--- src/rtl/sc_backg_pkg.sv ---
// Shared types for the background-transition block: FSM states, pattern mode codes
// and default sizing.
package sc_backg_pkg;

    localparam int DEFAULT_DATAWIDTH  = 8;
    localparam int DEFAULT_STEP_TICKS = 25000000;
    localparam int DEFAULT_NUM_STEPS  = 8;

    typedef enum logic [1:0] {
        ST_IDLE = 2'b00,
        ST_EMIT = 2'b01,
        ST_WAIT = 2'b10,
        ST_DONE = 2'b11
    } backg_state_e;

    typedef enum logic [1:0] {
        FILL_L  = 2'b00,
        FILL_R  = 2'b01,
        BLINK   = 2'b10,
        ERASE_L = 2'b11
    } backg_mode_e;

endpackage

--- src/rtl/sc_step_prescaler.sv ---
// Down-counting step prescaler: loaded while a strobe is emitted, counts down while
// waiting, and flags terminal count when it reaches zero.
module sc_step_prescaler #(
    parameter int WIDTH = 2
) (
    input  logic             clk,
    input  logic             rst,
    input  logic             i_load,
    input  logic             i_count,
    input  logic [WIDTH-1:0] i_loadValue,
    output logic             o_tc
);

    logic [WIDTH-1:0] r_count;

    always_ff @(posedge clk or posedge rst) begin
        if (rst) begin
            r_count <= '0;
        end else if (i_load) begin
            r_count <= i_loadValue;
        end else if (i_count && (r_count != '0)) begin
            r_count <= r_count - WIDTH'(1);
        end
    end

    assign o_tc = (r_count == '0);

endmodule

--- src/rtl/sc_backg_transition.sv ---
// Background transition sequencer: emits NUM_STEPS row patterns, one strobe every
// STEP_TICKS cycles, in one of four fill/blink/erase modes.
module sc_backg_transition
    import sc_backg_pkg::*;
#(
    parameter int BACKGTRANSITION_DATAWIDTH  = DEFAULT_DATAWIDTH,
    parameter int BACKGTRANSITION_STEP_TICKS = DEFAULT_STEP_TICKS,
    parameter int BACKGTRANSITION_NUM_STEPS  = DEFAULT_NUM_STEPS
) (
    input  logic                                 SC_BACKGTRANSITION_CLOCK_50,
    input  logic                                 SC_BACKGTRANSITION_RESET_InHigh,
    input  logic                                 SC_BACKGTRANSITION_start_InLow,
    input  logic                                 SC_BACKGTRANSITION_abort_InLow,
    input  logic [1:0]                           SC_BACKGTRANSITION_mode_In,
    output logic                                 SC_BACKGTRANSITION_transition_Out,
    output logic [BACKGTRANSITION_DATAWIDTH-1:0] SC_BACKGTRANSITION_transitionDATA_OutBUS,
    output logic                                 SC_BACKGTRANSITION_busy_Out,
    output logic                                 SC_BACKGTRANSITION_done_Out
);

    localparam int W      = BACKGTRANSITION_DATAWIDTH;
    localparam int STEP_W = (BACKGTRANSITION_NUM_STEPS > 1) ? $clog2(BACKGTRANSITION_NUM_STEPS) : 1;
    localparam int CNT_W  = (BACKGTRANSITION_STEP_TICKS > 2) ? $clog2(BACKGTRANSITION_STEP_TICKS) : 1;
    localparam logic [STEP_W-1:0] LAST_STEP  = STEP_W'(BACKGTRANSITION_NUM_STEPS - 1);
    localparam logic [CNT_W-1:0]  LOAD_VALUE = CNT_W'(BACKGTRANSITION_STEP_TICKS - 2);
    localparam logic [W-1:0]      ONES       = '1;

    backg_state_e      r_state, w_nextState;
    backg_mode_e       r_mode, w_nextMode;
    logic [STEP_W-1:0] r_step, w_nextStep;
    logic [W-1:0]      r_data, w_pattern;
    logic              w_loadData;
    logic              w_tc;

    // Loaded in EMIT so the WAIT that follows lasts STEP_TICKS-1 cycles.
    sc_step_prescaler #(
        .WIDTH(CNT_W)
    ) u_prescaler (
        .clk        (SC_BACKGTRANSITION_CLOCK_50),
        .rst        (SC_BACKGTRANSITION_RESET_InHigh),
        .i_load     (r_state == ST_EMIT),
        .i_count    (r_state == ST_WAIT),
        .i_loadValue(LOAD_VALUE),
        .o_tc       (w_tc)
    );

    always_ff @(posedge SC_BACKGTRANSITION_CLOCK_50 or posedge SC_BACKGTRANSITION_RESET_InHigh) begin
        if (SC_BACKGTRANSITION_RESET_InHigh) begin
            r_state <= ST_IDLE;
            r_mode  <= FILL_L;
            r_step  <= '0;
            r_data  <= '0;
        end else begin
            r_state <= w_nextState;
            r_mode  <= w_nextMode;
            r_step  <= w_nextStep;
            if (w_loadData) begin
                r_data <= w_pattern;
            end
        end
    end

    always_comb begin
        w_nextState = r_state;
        w_nextMode  = r_mode;
        w_nextStep  = r_step;
        w_loadData  = 1'b0;
        case (r_state)
            ST_IDLE: begin
                if (!SC_BACKGTRANSITION_start_InLow && SC_BACKGTRANSITION_abort_InLow) begin
                    w_nextState = ST_EMIT;
                    w_nextMode  = backg_mode_e'(SC_BACKGTRANSITION_mode_In);
                    w_nextStep  = '0;
                    w_loadData  = 1'b1;
                end
            end
            ST_EMIT: begin
                w_nextState = SC_BACKGTRANSITION_abort_InLow ? ST_WAIT : ST_IDLE;
            end
            ST_WAIT: begin
                if (!SC_BACKGTRANSITION_abort_InLow) begin
                    w_nextState = ST_IDLE;
                end else if (w_tc) begin
                    if (r_step == LAST_STEP) begin
                        w_nextState = ST_DONE;
                    end else begin
                        w_nextState = ST_EMIT;
                        w_nextStep  = r_step + STEP_W'(1);
                        w_loadData  = 1'b1;
                    end
                end
            end
            ST_DONE: begin
                w_nextState = ST_IDLE;
            end
            default: begin
                w_nextState = ST_IDLE;
            end
        endcase
    end

    // Pattern is computed from the values the step/mode registers are about to take.
    always_comb begin
        w_pattern = '0;
        case (w_nextMode)
            FILL_L:  w_pattern = ~(ONES >> (int'(w_nextStep) + 1));
            FILL_R:  w_pattern = ~(ONES << (int'(w_nextStep) + 1));
            BLINK:   w_pattern = w_nextStep[0] ? '0 : ONES;
            ERASE_L: w_pattern = ONES >> (int'(w_nextStep) + 1);
            default: w_pattern = '0;
        endcase
    end

    assign SC_BACKGTRANSITION_transition_Out        = (r_state == ST_EMIT);
    assign SC_BACKGTRANSITION_busy_Out              = (r_state != ST_IDLE);
    assign SC_BACKGTRANSITION_done_Out              = (r_state == ST_DONE);
    assign SC_BACKGTRANSITION_transitionDATA_OutBUS = r_data;

endmodule

--- config.mk ---
export PLATFORM = sky130hd
export DESIGN_NAME = sc_backg_transition
export DESIGN_NICKNAME = d
export VERILOG_FILES = /design/src/rtl/sc_backg_pkg.sv /design/src/rtl/sc_step_prescaler.sv /design/src/rtl/sc_backg_transition.sv
export SDC_FILE = /design/constraint.sdc
export NUM_CORES = 1
export LEC_CHECK = 0
export CORE_MARGIN = 2
export CORE_UTILIZATION = 45
export DETAILED_ROUTE_END_ITERATION = 16
export PLACE_DENSITY_LB_ADDON = 0.08
export SLEW_MARGIN = 20
export SYNTH_ARGS = -nofsm -noshare
export SYNTH_HDL_FRONTEND = slang
export SYNTH_SLANG_ARGS = --single-unit
--- constraint.sdc ---
create_clock -name SC_BACKGTRANSITION_CLOCK_50 -period 4.1 [get_ports SC_BACKGTRANSITION_CLOCK_50]
set_input_delay 0.615 -clock SC_BACKGTRANSITION_CLOCK_50 [delete_from_list [all_inputs] [get_ports SC_BACKGTRANSITION_CLOCK_50]]
set_output_delay 0.615 -clock SC_BACKGTRANSITION_CLOCK_50 [all_outputs]
set_load 0.02 [all_outputs]
Yosys cells after proc, flatten, opt, wreduce, memory -nomap -nowiden --
Cells that the tools add are included.
Storage, ports and cells: bits in registers 40, input port bits 6, output and inout bits 11, word-level logic and storage cells 53
Cells by class: $add $sub $neg 3, equal/unequal tests 9, shifts and indexed selects 2, mux-type cells 22, bitwise logic cells 2, reductions and logical operators 10
Operators with widths (number):
- $mux W25 | 2
- $pmux W8 S4 | 1
- $shl A8 B32 Y8 const A | 1
- $logic_not A25 Y1 | 1
- $reduce_bool A25 Y1 | 1
- $sub A25 B1 Y25 const B | 1
- $not A8 Y8 | 2
- $mux W2 | 7
- $mux W3 | 4
- $eq A2 B2 Y1 const B | 4
- $mux W8 | 1
- $pmux W2 S4 | 1
- $shr A8 B4 Y8 const A | 1
- $pmux W3 S2 | 1
- $add A3 B1 Y4 const B | 1
- $eq A2 B1 Y1 const B | 2
- $logic_not A2 Y1 | 2
- $mux W1 | 4
- $reduce_bool A2 Y1 | 2
- $add A3 B1 Y3 const B | 1
- $eq A3 B3 Y1 const B | 1
- $ne A3 B3 Y1 const B | 1
- $logic_and A1 B1 Y1 | 2
- $ne A2 B2 Y1 const B | 1
- other kinds (3) | 3

Longest topological paths before layout --
Gate-level depths: netlist (run 1).
depth after elaboration 9, gate-level depth with buffers 15, depth with buffers taken out 14

Hierarchy --
From an unflattened synthesis (run 1), not the netlist that was laid out.
Unflattened totals: cells, all modules 292, area total of the unflattened synthesis 2738.9 sq um
By module, submodules not included:
- sc_step_prescaler | times used 1, cells each 169, area each 1667.8 sq um, sequential area each 625.6 sq um
- sc_backg_transition | times used 1, cells each 123, area each 1071.0 sq um, sequential area each 375.4 sq um

Least setup slack after synthesis (run 1) --
No wires, ideal clock.
kind register to register, start reg u_prescaler.r_count[0], end reg r_data[5], in the netlist SC_BACKGTRANSITION_transitionDATA_OutBUS[5], library setup time 126 ps, arrival 2884 ps, required time 3974 ps, path slack 1090 ps, stages on the path, launching flop included 16, buffers on the path 1, period minus slack after synthesis 3010 ps, path through dfrtp_1 inv_1 ha_1 nor4b_1 nand4b_1 buf_4 nor3_4 nor2_2 mux2_2 ha_1 ha_1 nand3_1 nand2_1 a31oi_1 nor4_1 a221o_1
Between the ends: longest elaborated chain between the ends 8, elaborated cells between the ends (all ways) 14, classes of those cells add/sub: 1; shift: 2; mux: 8; bitwise: 2; reduce/logical: 1
Ends and longest elaborated chain:
- start: declaration | RTL line sc_step_prescaler.sv:14 | logic [WIDTH-1:0] r_count;
- start signal: assignment | RTL line sc_step_prescaler.sv:20 | r_count <= i_loadValue;
- start signal: assignment | RTL line sc_step_prescaler.sv:22 | r_count <= r_count - WIDTH'(1);
- $logic_not A25 Y1 * | RTL line sc_step_prescaler.sv:26 | assign o_tc = (r_count == '0);
- $mux W3 * | RTL line sc_backg_transition.sv:83 | end else if (w_tc) begin
- $mux W3 * | RTL line sc_backg_transition.sv:81 | if (!SC_BACKGTRANSITION_abort_InLow) begin
- $pmux W3 S2 * | RTL line sc_backg_transition.sv:68 | case (r_state)
- named net w_nextStep[0] | RTL line sc_backg_transition.sv:30 | logic [STEP_W-1:0] r_step, w_nextStep;
- $add A3 B1 Y4 | RTL line sc_backg_transition.sv:106, sc_backg_transition.sv:107, sc_backg_transition.sv:109
- $shl A8 B32 Y8 / $shr A8 B4 Y8 (equally long branches) | RTL line sc_backg_transition.sv:107, sc_backg_transition.sv:106, sc_backg_transition.sv:109
- $not A8 Y8 (on tied branches) | RTL line sc_backg_transition.sv:107, sc_backg_transition.sv:106
- $pmux W8 S4 * | RTL line sc_backg_transition.sv:105 | case (w_nextMode)
- end signal: assignment | RTL line sc_backg_transition.sv:58 | r_data <= w_pattern;
- end: declaration | RTL line sc_backg_transition.sv:31 | logic [W-1:0] r_data, w_pattern;
The timed path passes the listed nets; every way through them passes the cells marked *. A chain may end at the register's enable or synchronous reset.

Worst setup path in the final report (run 1) --
start in SC_BACKGTRANSITION_abort_InLow, end reg r_data[5], in the netlist SC_BACKGTRANSITION_transitionDATA_OutBUS[5]
Between the ends: longest elaborated chain between the ends 7, elaborated cells between the ends (all ways) 20, classes of those cells add/sub: 1; eq/ne: 3; shift: 2; mux: 10; bitwise: 2; reduce/logical: 2
Ends and longest elaborated chain:
- start: declaration | RTL line sc_backg_transition.sv:13 | input logic SC_BACKGTRANSITION_abort_InLow,
- $logic_and A1 B1 Y1 | RTL line sc_backg_transition.sv:70 | if (!SC_BACKGTRANSITION_start_InLow && SC_BACKGTRANSITION_abort_InLow) begin
- $mux W3 | RTL line sc_backg_transition.sv:70
- $pmux W3 S2 * | RTL line sc_backg_transition.sv:68
- named net w_nextStep[0] | RTL line sc_backg_transition.sv:30
- $add A3 B1 Y4 | RTL line sc_backg_transition.sv:106, sc_backg_transition.sv:107, sc_backg_transition.sv:109
- $shl A8 B32 Y8 / $shr A8 B4 Y8 (equally long branches) | RTL line sc_backg_transition.sv:107, sc_backg_transition.sv:106, sc_backg_transition.sv:109
- $not A8 Y8 (on tied branches) | RTL line sc_backg_transition.sv:107, sc_backg_transition.sv:106
- $pmux W8 S4 * | RTL line sc_backg_transition.sv:105
Marked as above.

==> results.md, run 1 <==
* Syn nets at 265
* Area delta synth->final at 16.0%
* Drt initial violations at around 70
* Flops & latches, synth at 40
* Die height at 76.4 µm
* Hold-fix buffers, CTS at 0
* Final worst path period share at 0.801
* Number of flops mapped to enable cells by yosys at 0
* Via count at 1893
* Met3 routed WL at 175 µm
* Clock Latency Late Sink at 300 ps
* GPL Wtd Cong at 0.876
* Fillers at 474
* Ports at 17
* Largest family of logic cells by synthesized area: simple AND/OR/NAND/NOR gates
* Worst r2r dst: SC_BACKGTRANSITION_transitionDATA_OutBUS[5]
* Initial antenna violation count at 0
* Area of the multi-input gates at roughly 1300 µm²
* DR top layer: met4
* Register area at approximately 1000 µm²
* Synth Area in Adders at 0.0424
* Nets at 288
* CTS tree: done
* Maxcap violations at 0
* Mux cell area share after synthesis at 0.0132
* Power Dens Cells at 375 nW/µm²
* Synth Flop Type: dfrtp_1
* Largest net degree at the start of global routing at 41
* Required @ worst endpoint at 4280 ps
* Vias in the first global route at 1834
* Simple-Gate Fraction of Synth Area at 0.286
* Hold EP: SC_BACKGTRANSITION_transitionDATA_OutBUS[2]
* Status: finished, final reports clean
* Root Driver: clkbuf_8
* Register area share after synthesis at 0.424
* Critical Path AT at 3460 ps
* R2R Setup Slk at 830 ps
* Sink Count at 40
* Reg clk slew, reported paths at 80 ps
* Hold_sp: SC_BACKGTRANSITION_transitionDATA_OutBUS[2]
* Synth Area in XOR/XNOR at 0.0556
* Hold path cells at 2
* Most common cell after layout, fill and taps aside: dfrtp_1
* DR DRC count at 0
* Total CTS buffers at 5
* Max Slew Vio Count at 0
* Detailed Routing Iterations Pass 1 at 4
* Detailed placer's ending HPWL at 3610 µm
* Asr flop ratio synth at 1.00
* GR Overflow Total at 0
* Setup_tns at 0 ps
* Total track usage at 0.186
* Kind of critical path: in -> reg
* IO Port Bufs at 16
* Detailed Route WL at 5030 µm
* Share of cells above drive strength 1 at 0.105
* Most frequent cells in the layout: dfrtp_1, nand2_1, clkdlybuf4s50_1
* Syn_area_per_cell at 9.41 µm²
* CORE AREA at 5070 µm²
* HP Class: reg -> reg
* Maximum clock frequency at 305 MHz
* Clock tree buffer depth at 2
* Die area at 5840 µm²
* Final core occ at 0.539
* Vias/cell at approximately 5.5
* Crit start category: primary input
* H-tree levels at 2
* First-pass GRT wire length at 8840 µm
* Routed Antenna Nets at 0
* Inserted Diodes at 0
* Static Leak at 1.02 nW
* Met2 routed WL at 2290 µm
* Die X at 76.4 µm
* Worst-path fanout max at 7
* Resized cells post-CTS at 0
* Ys Warns at 0
* Setup Skew at 10.3 ps
* FF-to-FF Start: u_prescaler.r_count[13]
* Post-CTS setup buffers at 0
* Final setup fails at 0
* DRT met1 WL at 2510 µm
* Setup crit end kind: register
* CP startpoint: SC_BACKGTRANSITION_abort_InLow
* Final hold vios at 0
* Maximum vdd drop at 0.000191 V
* Worst reg2reg path depth at 12
* Initial Utilization at 0.465
* Cell count after synthesis at 251
* Slew margin rel. at 0.606
* Rows at 26
* Setup repair after global routing missed its margin: false
* Final Critical Period at around 3300 ps
* Mapped Area at 2360 µm²
* Routed length per instance at 14.6 µm
* Unique masters post-synth at a little under 60
* Slew @ Worst Pin at slightly below 600 ps
* Compound-Gate Fraction of Synth Area at 0.148
==> cell type report <==
type | count | area share
clock buffer | 5 | 0.0251
clock inverter | 3 | 0.0155
inverter | 12 | 0.0165
multi-input combinational | 193 | 0.470
sequential | 40 | 0.366
tap | 70 | 0.0320
timing repair buffer | 22 | 0.0750
==> cells in the mapped netlist (all sizes together) (2+ instances only) <==
master	number	share of area
a21oi	9	0.019
a31oi	5	0.013
and2	4	0.011
buf	2	0.0053
clkbuf	4	0.0064
dfrtp	40	0.42
ha	8	0.042
inv	11	0.017
mux2i	2	0.0085
nand2	34	0.054
nand2b	2	0.0053
nand3	12	0.025
nand3b	3	0.0095
nand4	2	0.0079
nand4b	2	0.0074
nor2	15	0.025
nor2b	6	0.016
nor3	11	0.028
nor4	10	0.042
nor4b	2	0.014
o211ai	2	0.0064
o21ai	22	0.051
o311ai	2	0.0074
o31ai	2	0.012
or3	6	0.016
xnor2	5	0.019
xor2	10	0.037
==> sequential cells by signal (all words and copies together), names as in the netlist <==
signal	cells
r_state	2
u_prescaler.r_count	25
r_step	3
r_mode	2
SC_BACKGTRANSITION_transitionDATA_OutBUS	8
==> power breakdown <==
part	leakage, nW	switching [mW]	internal (mW)	total [mW]
sequential	0.459	0.0289	0.434	0.463
clock	0.0541	0.148	0.180	0.328
combinational	0.505	0.132	0.104	0.236
total	1.02	0.308	0.718	1.03
==> layer usage <==
metal	vias up	track usage
li1	953	-
met1	908	0.260
met2	26	0.296
met3	6	0.0284
met4	0	0.0600
met5	-	0
==> critical path, stage by stage <==
cell and delay [ps]:
clkdlybuf4s50_1 520, and3b_1 220, nand4_2 220, nor3_4 330
nor2_2 60, mux2_2 320, ha_1 210, ha_1 340
nand3_1 90, nand2_1 50, a31oi_1 140, nor4_1 70
a221o_1 260
==> through the flow <==
stage               instance area, µm²  hold slack [ps]  total power, mW  setup slack, ps  instances
floorplan                         2360              476            0.609             1090        251
global placement                  2630              461            0.708              563        337
detailed placement                2630              468            0.707              541        337
CTS                               2740              489             1.04              832        345
global route                      2740              542             1.08              516        345
finish                            2740              490             1.03              817        345
==> worst max-delay path by stage <==
| stage | end | slack (ps) | cells after the start |
|---|---|---|---|
| after floorplan | SC_BACKGTRANSITION_transitionDATA_OutBUS[5] | 1090 | 15 |
| after global placement | SC_BACKGTRANSITION_transitionDATA_OutBUS[5] | 560 | 13 |
| final | SC_BACKGTRANSITION_transitionDATA_OutBUS[5] | 820 | 13 |
| after detailed placement | SC_BACKGTRANSITION_transitionDATA_OutBUS[5] | 540 | 13 |
| after global routing | SC_BACKGTRANSITION_transitionDATA_OutBUS[5] | 520 | 14 |
| after CTS | SC_BACKGTRANSITION_transitionDATA_OutBUS[5] | 830 | 13 |
==> cells by family (layout without fill, tap and decap cells) <==
| group | count (synthesis) | in the layout |
|---|---|---|
| simple gates | 116 | 116 |
| compound gates | 51 | 51 |
| flops | 40 | 40 |
| buf+inv | 18 | 42 |
| xor+xnor | 15 | 15 |
| fa+ha+maj | 8 | 8 |
| mux | 3 | 3 |
Note: power is estimated with default switching activity, not from simulation.
==> inputs of run 2 (changes only) <==
==> constraint.sdc (replaced) <==
create_clock -name SC_BACKGTRANSITION_CLOCK_50 -period 3.05 [get_ports SC_BACKGTRANSITION_CLOCK_50]
set_input_delay 0.4575 -clock SC_BACKGTRANSITION_CLOCK_50 [delete_from_list [all_inputs] [get_ports SC_BACKGTRANSITION_CLOCK_50]]
set_output_delay 0.4575 -clock SC_BACKGTRANSITION_CLOCK_50 [all_outputs]
set_load 0.02 [all_outputs]
==> run 2 against run 1 <==
Worst hold slack better by 10 ps. Critical path type is now reg -> reg. Routed wire length grew 9.0%. Register-to-register slack worse by 670 ps. Highest routed layer unchanged. Core utilization rose by 3.4 points. Non-clock buffer count grew 17. Clock skew down 3.8 ps. Total power is 37% higher. Count of clock-buffer cells in the layout up 1. Setup slack worse by 650 ps. Cell count is 4.9% higher.
==> results.md, run 2 (synthesis gave the netlist of run 1 again) <==
* Placed Cells at 353 (was 337)
* First-pass GRT wire length at 9360 µm (was 8840 µm)
* Maximum vdd drop at 0.000285 V (was 0.000191 V)
* Final setup fails at 0 (unchanged)
* Die X at 76.4 µm (unchanged)
* Most frequent cells in the layout: dfrtp_1, nand2_1, buf_4 (was dfrtp_1, nand2_1, clkdlybuf4s50_1)
* Final Critical Period at 2890 ps
* Hold path cells at 2 (unchanged)
* Critical Path AT at 3070 ps (was 3460 ps)
* Slew @ Worst Pin at 533 ps (was 590 ps)
* Rows at 26 (unchanged)
* GPL Wtd Cong at 0.790 (was 0.876)
* Vias in the first global route at 1946 (was 1834)
* Clock tree buffer depth at 2 (unchanged)
* Max Slew Vio Count at 0 (unchanged)
* Root Driver: clkbuf_8 (unchanged)
* Ports at 17 (unchanged)
* Die area at 5840 µm² (unchanged)
* Total CTS buffers at 5 (unchanged)
* Final hold vios at 0 (unchanged)
* IO Port Bufs at 16 (unchanged)
* Final worst path period share at 0.946
* Area of the multi-input gates at 1330 µm² (was 1290 µm²)
* Most common cell after layout, fill and taps aside: dfrtp_1 (unchanged)
* Detailed Route WL at 5490 µm (was 5030 µm)
* Fillers at 467 (was 474)
* Area delta synth->final at 23.2% (was 16.0%)
* Fin cells at 362 (was 345)
* Initial Utilization at 0.465 (unchanged)
* Slew margin rel. at 0.645 (was 0.606)
* Kind of critical path: reg -> reg (was in -> reg)
* H-tree levels at 2 (unchanged)
* Max FFs per register at 25 (unchanged)
* Status: finished, final reports clean (unchanged)
* CTS tree: done (unchanged)
* Static Leak at 1.10 nW (was 1.02 nW)
* Drt initial violations at 118 (was 71)
* Initial antenna violation count at 0 (unchanged)
* Setup crit end kind: register (unchanged)
* Routed length per instance at 15.2 µm (was 14.6 µm)
* Inserted Diodes at 0 (unchanged)
* Register area at 1000 µm² (unchanged)
* Detailed placer's ending HPWL at 3840 µm (was 3610 µm)
* Setup Skew at 6.45 ps (was 10.3 ps)
* HP Class: reg -> reg (unchanged)
* Total track usage at 0.200 (was 0.186)
* Worst-path fanout max at 4 (was 7)
* Nets at 305 (was 288)
* Final core occ at 0.573 (was 0.539)
* Vias/cell at 5.43 (was 5.49)
* Setup repair after global routing missed its margin: false (unchanged)
* Top reg by flops: u_prescaler.r_count (unchanged)
* Power Dens Cells at 482 nW/µm² (was 375 nW/µm²)
* DR DRC count at 0 (unchanged)
* Share of cells above drive strength 1 at 0.178 (was 0.105)
* Hold-fix buffers, CTS at 0 (unchanged)
* Die height at 76.4 µm (unchanged)
* CORE AREA at 5070 µm² (unchanged)
* Via count at 1966 (was 1893)
* Crit start category: register (was primary input)
* GR Overflow Total at 0 (unchanged)
* Largest net degree at the start of global routing at 41 (unchanged)
* Worst reg2reg path depth at 15 (was 12)
* Maxcap violations at 0 (unchanged)
* Reg clk slew, reported paths at 80 ps (about the same)
* Maximum clock frequency at about 350 MHz
* Sink Count at 40 (unchanged)
* Routed Antenna Nets at 0 (unchanged)
* Required @ worst endpoint at 3240 ps (was 4280 ps)
* Clock Latency Late Sink at 300 ps (about the same)
* Detailed Routing Iterations Pass 1 at 4 (unchanged)
==> run 2: path summary, 6_finish.rpt <==
check / endpoint / from / slack (ps)
worst min register to register: SC_BACKGTRANSITION_transitionDATA_OutBUS[6] / SC_BACKGTRANSITION_transitionDATA_OutBUS[6] / 500
worst max register to register: SC_BACKGTRANSITION_transitionDATA_OutBUS[5] / u_prescaler.r_count[0] / 160
worst min-delay path: SC_BACKGTRANSITION_transitionDATA_OutBUS[6] / SC_BACKGTRANSITION_transitionDATA_OutBUS[6] / 500
max in group asynchronous: u_prescaler.r_count[9] / SC_BACKGTRANSITION_RESET_InHigh / 2090
worst max-delay path: SC_BACKGTRANSITION_transitionDATA_OutBUS[5] / u_prescaler.r_count[0] / 160
min in group asynchronous: SC_BACKGTRANSITION_transitionDATA_OutBUS[7] / SC_BACKGTRANSITION_RESET_InHigh / 600
==> run 2: final cells by class <==
type	instances	area share
Clock buffer	6	0.0250
Sequential cell	40	0.344
Tap cell	70	0.0301
Multi-Input combinational cell	193	0.457
Clock inverter	2	0.0120
Inverter	12	0.0155
Timing Repair Buffer	39	0.116
==> run 2: where the power goes <==
part	switching, mW	internal (mW)	total (mW)
Clock	0.195	0.243	0.438
Sequential	0.0428	0.583	0.626
Combinational	0.184	0.155	0.339
==> run 2: stage by stage <==
| stage | hold WS, ps | instance area, µm² | power, mW | setup WS, ps | TNS [ps] |
|---|---|---|---|---|---|
| global placement | 459 | 2750 | 0.954 | 25.6 | 0 |
| global route | 529 | 2910 | 1.48 | 3.25 | 0 |
| detailed placement | 483 | 2750 | 0.956 | -12.2 | -12.2 |
| CTS | 501 | 2850 | 1.39 | 103 | 0 |
| floorplan | 476 | 2360 | 0.818 | 40.3 | 0 |
| finish | 501 | 2910 | 1.40 | 164 | 0 |
==> run 2: timing repair <==
action | 4_1_cts | 5_1_grt
setup endpoints to repair | 0 | 5
gates resized for setup | 0 | 9
buffers inserted | 0 | 1
==> run 2: per-layer routing <==
metal | track usage | share of wire
met3 | 0.0498 | 0.051
met4 | 0.0800 | 0.020
met2 | 0.290 | 0.44
met1 | 0.285 | 0.49
met5 | 0 | 0
==> run 2: worst max-delay path, cell delays in order (launching register included) <==
cell and delay, ps:
dfrtp_1 420, inv_2 70, ha_2 170, nor4b_4 180, nand4b_1 150, buf_6 170
nor3_4 180, nor2_2 50, mux2_2 280, buf_4 160, ha_1 290, nand3_1 90
nand2_1 60, a31oi_2 170, nor4_2 70, a221o_1 250
